`config.mk`:
```
export PLATFORM = sky130hd
export DESIGN_NAME = cu_multicycle
export DESIGN_NICKNAME = d
export VERILOG_FILES = /design/src/rtl/cu_pkg.sv /design/src/rtl/cu_pc_unit.sv /design/src/rtl/cu_multicycle.sv
export SDC_FILE = /design/constraint.sdc
export NUM_CORES = 1
export LEC_CHECK = 0
export ABC_AREA = 0
export CORE_ASPECT_RATIO = 0.6
export CORE_MARGIN = 2
export CORE_UTILIZATION = 45
export CTS_CLUSTER_DIAMETER = 40
export DETAILED_ROUTE_END_ITERATION = 7
export PLACE_DENSITY_LB_ADDON = 0.15
export SYNTH_ARGS = -nofsm -noshare
export SYNTH_HDL_FRONTEND = slang
export SYNTH_SLANG_ARGS = --single-unit
```
`constraint.sdc`:
```
create_clock -name clk_main -period 2.3 [get_ports clk_main]
set_input_delay 0.46 -clock clk_main [delete_from_list [all_inputs] [get_ports clk_main]]
set_output_delay 0.46 -clock clk_main [all_outputs]
set_load 0.02 [all_outputs]
```
`src/rtl/cu_pkg.sv`:
```
// rtl/cu_pkg.sv - opcode map, sequencer states and ALU select constants for cu_multicycle
package cu_pkg;

    localparam logic [3:0] OP_NOP  = 4'h0;
    localparam logic [3:0] OP_ADDI = 4'h8;
    localparam logic [3:0] OP_LD   = 4'h9;
    localparam logic [3:0] OP_ST   = 4'hA;
    localparam logic [3:0] OP_BRZ  = 4'hB;
    localparam logic [3:0] OP_BRN  = 4'hC;
    localparam logic [3:0] OP_JMP  = 4'hD;
    localparam logic [3:0] OP_HALT = 4'hE;
    localparam logic [3:0] OP_ILL  = 4'hF;

    localparam logic [3:0] FS_ADDI = 4'h1;

    typedef enum logic [1:0] {
        FETCH,
        EXEC,
        HALT
    } state_t;

endpackage

```
`src/rtl/cu_pc_unit.sv`:
```
// rtl/cu_pc_unit.sv - program counter with increment, signed relative branch and absolute load
module cu_pc_unit #(
    parameter int PC_W   = 6,
    parameter int REG_AW = 4
) (
    input  logic              clk,
    input  logic              rst_n,
    input  logic              inc,
    input  logic              branch,
    input  logic              load,
    input  logic [REG_AW-1:0] offset,
    input  logic [PC_W-1:0]   target,
    output logic [PC_W-1:0]   pc
);

    logic signed [REG_AW-1:0] off_s;
    logic [PC_W-1:0]          pc_plus1;

    assign off_s    = offset;
    assign pc_plus1 = pc + PC_W'(1);

    // Sizing a signed value sign-extends the offset; all sums wrap modulo 2^PC_W.
    always_ff @(posedge clk or negedge rst_n) begin
        if (!rst_n) begin
            pc <= '0;
        end else if (load) begin
            pc <= target;
        end else if (branch) begin
            pc <= pc_plus1 + PC_W'(off_s);
        end else if (inc) begin
            pc <= pc_plus1;
        end
    end

endmodule

```
`src/rtl/cu_multicycle.sv`:
```
// rtl/cu_multicycle.sv - FETCH/EXEC/HALT control unit; CU_ILLEGAL_TRAP_EN makes opcode 0xF trap and halt
module cu_multicycle
    import cu_pkg::*;
#(
    parameter int PC_W    = 6,
    parameter int REG_AW  = 4,
    parameter int OP_W    = 4,
    parameter int INSTR_W = OP_W + 3 * REG_AW
) (
    input  logic               clk_main,
    input  logic               reset,
    input  logic [INSTR_W-1:0] InstructIn,
    input  logic               instr_valid,
    input  logic               mem_ready,
    input  logic               Z,
    input  logic               N,
    input  logic [PC_W-1:0]    BusA,
    output logic               instr_req,
    output logic [PC_W-1:0]    PC,
    output logic [REG_AW-1:0]  DR,
    output logic [REG_AW-1:0]  SA,
    output logic [REG_AW-1:0]  SB,
    output logic [REG_AW-1:0]  FS,
    output logic               MB,
    output logic               MM,
    output logic               MD,
    output logic               MW,
    output logic               RW,
    output logic               halted,
    output logic               trap
);

    state_t             state, state_nxt;
    logic [INSTR_W-1:0] ir;
    logic [OP_W-1:0]    op;
    logic               pc_inc, pc_branch, pc_load;

    assign op = ir[INSTR_W-1 -: OP_W];
    assign DR = ir[3*REG_AW-1 -: REG_AW];
    assign SA = ir[2*REG_AW-1 -: REG_AW];
    assign SB = ir[REG_AW-1:0];
    assign halted = (state == HALT);

    always_ff @(posedge clk_main or negedge reset) begin
        if (!reset) begin
            state <= FETCH;
        end else begin
            state <= state_nxt;
        end
    end

    always_ff @(posedge clk_main or negedge reset) begin
        if (!reset) begin
            ir <= '0;
        end else if (state == FETCH && instr_valid) begin
            ir <= InstructIn;
        end
    end

`ifdef CU_ILLEGAL_TRAP_EN
    logic trap_set;

    always_ff @(posedge clk_main or negedge reset) begin
        if (!reset) begin
            trap <= 1'b0;
        end else if (trap_set) begin
            trap <= 1'b1;
        end
    end
`else
    assign trap = 1'b0;
`endif

    always_comb begin
        state_nxt = state;
        instr_req = 1'b0;
        FS        = '0;
        MB        = 1'b0;
        MM        = 1'b0;
        MD        = 1'b0;
        MW        = 1'b0;
        RW        = 1'b0;
        pc_inc    = 1'b0;
        pc_branch = 1'b0;
        pc_load   = 1'b0;
`ifdef CU_ILLEGAL_TRAP_EN
        trap_set  = 1'b0;
`endif
        case (state)
            FETCH: begin
                instr_req = 1'b1;
                if (instr_valid) state_nxt = EXEC;
            end
            EXEC: begin
                state_nxt = FETCH;
                pc_inc    = 1'b1;
                case (op)
                    OP_NOP: ;
                    OP_ADDI: begin
                        MB = 1'b1;
                        FS = REG_AW'(FS_ADDI);
                        RW = 1'b1;
                    end
                    // Memory ops park in EXEC until the data memory acknowledges.
                    OP_LD: begin
                        MM = 1'b1;
                        MD = 1'b1;
                        RW = mem_ready;
                        if (!mem_ready) begin
                            state_nxt = EXEC;
                            pc_inc    = 1'b0;
                        end
                    end
                    OP_ST: begin
                        MM = 1'b1;
                        MW = 1'b1;
                        if (!mem_ready) begin
                            state_nxt = EXEC;
                            pc_inc    = 1'b0;
                        end
                    end
                    OP_BRZ: pc_branch = Z;
                    OP_BRN: pc_branch = N;
                    OP_JMP: pc_load = 1'b1;
                    OP_HALT: begin
                        state_nxt = HALT;
                        pc_inc    = 1'b0;
                    end
                    OP_ILL: begin
`ifdef CU_ILLEGAL_TRAP_EN
                        trap_set  = 1'b1;
                        state_nxt = HALT;
                        pc_inc    = 1'b0;
`endif
                    end
                    default: begin
                        FS = REG_AW'(op);
                        RW = 1'b1;
                    end
                endcase
            end
            HALT: ;
            default: state_nxt = FETCH;
        endcase
    end

    cu_pc_unit #(
        .PC_W   (PC_W),
        .REG_AW (REG_AW)
    ) u_pc (
        .clk    (clk_main),
        .rst_n  (reset),
        .inc    (pc_inc),
        .branch (pc_branch),
        .load   (pc_load),
        .offset (DR),
        .target (BusA),
        .pc     (PC)
    );

endmodule

```
==> results by group <==
Run status
  • Status: finished clean

Timing
  • Fin Clk Skew: 8.67 ps
  • Crit path time final: 2250 ps
  • Final hold vios: 0
  • Period utilization: 0.978
  • Final WS setup: 49.5 ps
  • Slew Viols, Final: 0
  • Final setup vio count: 0
  • Achievable frequency: 444 MHz
  • RSZ-0062 raised after global routing: yes
  • Post-Route Setup TNS: 0 ps

Setup path
  • Worst Setup End Kind: flip-flop
  • Setup CP Type: reg2reg
  • R2R cell count: 9
  • R2r setup slk: 50 ps
  • Critical Path RT: 2500 ps
  • Crit path DAT: 2450 ps
  • CP startpoint kind: flip-flop
  • R2r endpoint: u_pc.pc[5]
  • RR Startpoint: u_pc.pc[1]
  • CP Max Fanout: 4

Global route
  • Initial antenna violation count: 0
  • First-pass GRT wire length: 6.36 mm
  • Largest net degree at the start of global routing: 25
  • GRT Total Usage: 0.202
  • Number of global-route vias before repair: 1338
  • Global route overflow: 0

Min path
  • Worst hold start: ir[5]
  • Cells on Worst Hold Path: 1
  • Hold WC Path Type: reg2reg
  • Hold endpoint: ir[5]

Place
  • Pre-CTS WS: -186 ps
  • PortBufs: 55
  • Routability Congestion: 0.783
  • Post-DP HPWL: 2.86 mm
  • Area after DPL: 0.00215 mm²
  • Placed Cells: 247

Logic synthesis
  • Synth unique cells: 46
  • Synth Flop Type: dfrtp_1
  • Post-synth EDFFs: 0
  • Sequential element share of the synthesized area: 0.370
  • Post-Syn Area per Cell: 10.4 µm²
  • Area leader, netlist: dfrtp_1
  • Cells after synthesis: 157
  • Synth area leaders: dfrtp_1 (37%), mux2_2 (11%), buf_4 (6.9%), ha_1 (5.4%), nor3_1 (2.2%)
  • Seq cells post-synth: 24
  • Asr flop ratio synth: 1.00
  • Synth warn: 0
  • Synth cell count leaders: dfrtp_1 (24), mux2_2 (16), buf_4 (15)
  • Synth Cell Area: 0.00163 mm²
  • Top-count cell post-synth: dfrtp_1
  • Post-synth top area share: 0.370

Drt
  • Via count: 1383
  • DRC Markers: 0
  • TritonRoute pass-1 iters: 4
  • Drt initial violations: 80
  • Vias per cell: 5.49
  • Routed WL: 3.85 mm
  • Wire per inst: 15.3 µm
  • ANT nets after route: 0

Power
  • Reg power frac: 0.257
  • Internal Power: 1.89 mW
  • Final Total Pwr: 3.29 mW
  • Pwr dens: 1470 mW/mm²
  • Sw Ratio: 0.428
  • Combinational power share: 0.628
  • Peak VDD IR: 708 µV
  • Switching pwr: 1.41 mW
  • Clk pwr share: 0.115
  • Static leakage: 0.998 nW

Die
  • Core area: 0.00336 mm²
  • Overall die height: 50.6 µm
  • DIE WIDTH: 81.6 µm
  • Full die area: 0.00412 mm²
  • Site Rows: 16
  • Initial core utilization: 0.483
  • # IOs: 58

Final layout
  • Post-Layout Cell Count: 252
  • Final #Nets: 244
  • Fillcell total: 259
  • Syn-to-layout area delta: 37.7%
  • Final instance area: 0.00224 mm²
  • Ant diodes: 0
  • Share of layout cells above drive strength 1: 0.203

CTS
  • Num CTS Buffers: 3
  • CTS Hold Bufs: 0
  • CTS tree: built
  • Max clock buf depth: 2
  • Worst-Skew Late Latency: 270 ps
  • Clock root cell: clkbuf_8
  • Clk slew on worst S/H paths: 100 ps
  • H-tree depth: 1
  • Sink Count: 24

Flow run
  • Max-cap violations: 0
[state kept, by name (all words and copies together), names as in the netlist]
register and flops:
u_pc.pc 6, state 2, ir 16
[through the flow]
stage	hold WS [ps]	util
floorplan	164	-
global route	549	0.666
detailed placement	495	0.640
CTS	516	0.660
finish	513	0.666
global placement	488	0.640
[layer usage]
layer	part of all wire	global-route usage
met1	0.45	0.277
met2	0.45	0.328
met3	0.080	0.0558
met4	0.010	0.0306
met5	0	0
[cells by family (layout without fill, tap and decap cells)]
kind of cell,count (synthesis),after routing,synth area share
other,1,2,0.00231
AND/OR/NAND/NOR,46,46,0.165
flip-flops,24,24,0.370
XOR/XNOR,6,6,0.0323
buffers and inverters,26,75,0.112
AO/OA/AOI/OAI,27,27,0.124
adder cells (fa/ha/maj),8,8,0.0662
multiplexers,19,19,0.129
[worst max-delay path, cell delays in order (launching register included)]
cell and delay (ps):
dfrtp_1 370, ha_2 190, nand3_1 90, xnor2_1 180, ha_1 360, nand4_1 130
a31o_2 280, and4_1 190, or2_1 200, o211ai_1 170
[worst max-delay path by stage]
stage / startpoint / end / slack [ps]
6_report: u_pc.pc[1] / u_pc.pc[5] / 50
5_1_grt: u_pc.pc[1] / u_pc.pc[5] / -110
4_1_cts: state[1] / FS[2] / 8
3_5_place_dp: mem_ready / RW / -190
3_3_place_gp: mem_ready / RW / -110
2_1_floorplan: u_pc.pc[0] / u_pc.pc[5] / 20
[cell usage in the layout (no fill, tap or decap), types with 2 or more instances in the layout]
| cell type | netlist | routed |
|---|---|---|
| a211oi_1 | 2 | 2 |
| inv_1 | 4 | 4 |
| a221o_1 | 2 | 2 |
| mux2_2 | 16 | 16 |
| nand2_1 | 7 | 7 |
| clkdlybuf4s50_1 | 0 | 47 |
| dfrtp_1 | 24 | 22 |
| dfrtp_2 | 0 | 2 |
| clkbuf_8 | 0 | 3 |
| nor3b_1 | 2 | 2 |
| nor3_1 | 7 | 7 |
| xnor2_1 | 3 | 3 |
| a21o_1 | 3 | 3 |
| nand2b_1 | 3 | 3 |
| conb_1 | 1 | 2 |
| nor2_1 | 6 | 6 |
| ha_1 | 7 | 6 |
| mux2i_1 | 3 | 3 |
| o21ai_1 | 2 | 3 |
| nand3_1 | 5 | 5 |
| nand4_1 | 2 | 2 |
| nor4_1 | 2 | 2 |
| dlymetal6s2s_1 | 0 | 3 |
| o21ai_0 | 4 | 3 |
| dlygate4sd2_1 | 0 | 4 |
| buf_4 | 15 | 12 |
| xor2_1 | 3 | 3 |
| nor2b_1 | 2 | 2 |
| a21oi_1 | 5 | 5 |
[layout make-up]
class	count	area (µm²)	share of cell area
Multi-Input combinational cell	108	850	0.380
Tap cell	45	56.3	0.0252
Clock buffer	3	41.3	0.0184
Sequential cell	24	603	0.269
Inverter	4	15.0	0.00671
Timing Repair Buffer	67	643	0.287
Clock inverter	1	30.0	0.0134
[power by group through the flow]
stage	combinational, mW	clock (mW)	sequential [mW]
3_3_place_gp	1.97	0	0.821
6_report	2.07	0.380	0.845
4_1_cts	2.05	0.386	0.843
5_1_grt	2.26	0.410	0.878
2_1_floorplan	1.50	0	0.804
3_5_place_dp	2.04	0	0.843
[repair_timing]
| action | 4_1_cts | 5_1_grt |
|---|---|---|
| cloned | 0 | 0 |
| resized for setup | 6 | 7 |
| pin swaps | 0 | 1 |
| setup endpoints to repair | 5 | 6 |
| setup buffers | 0 | 1 |
No activity file was read; power rests on OpenSTA's default activity.
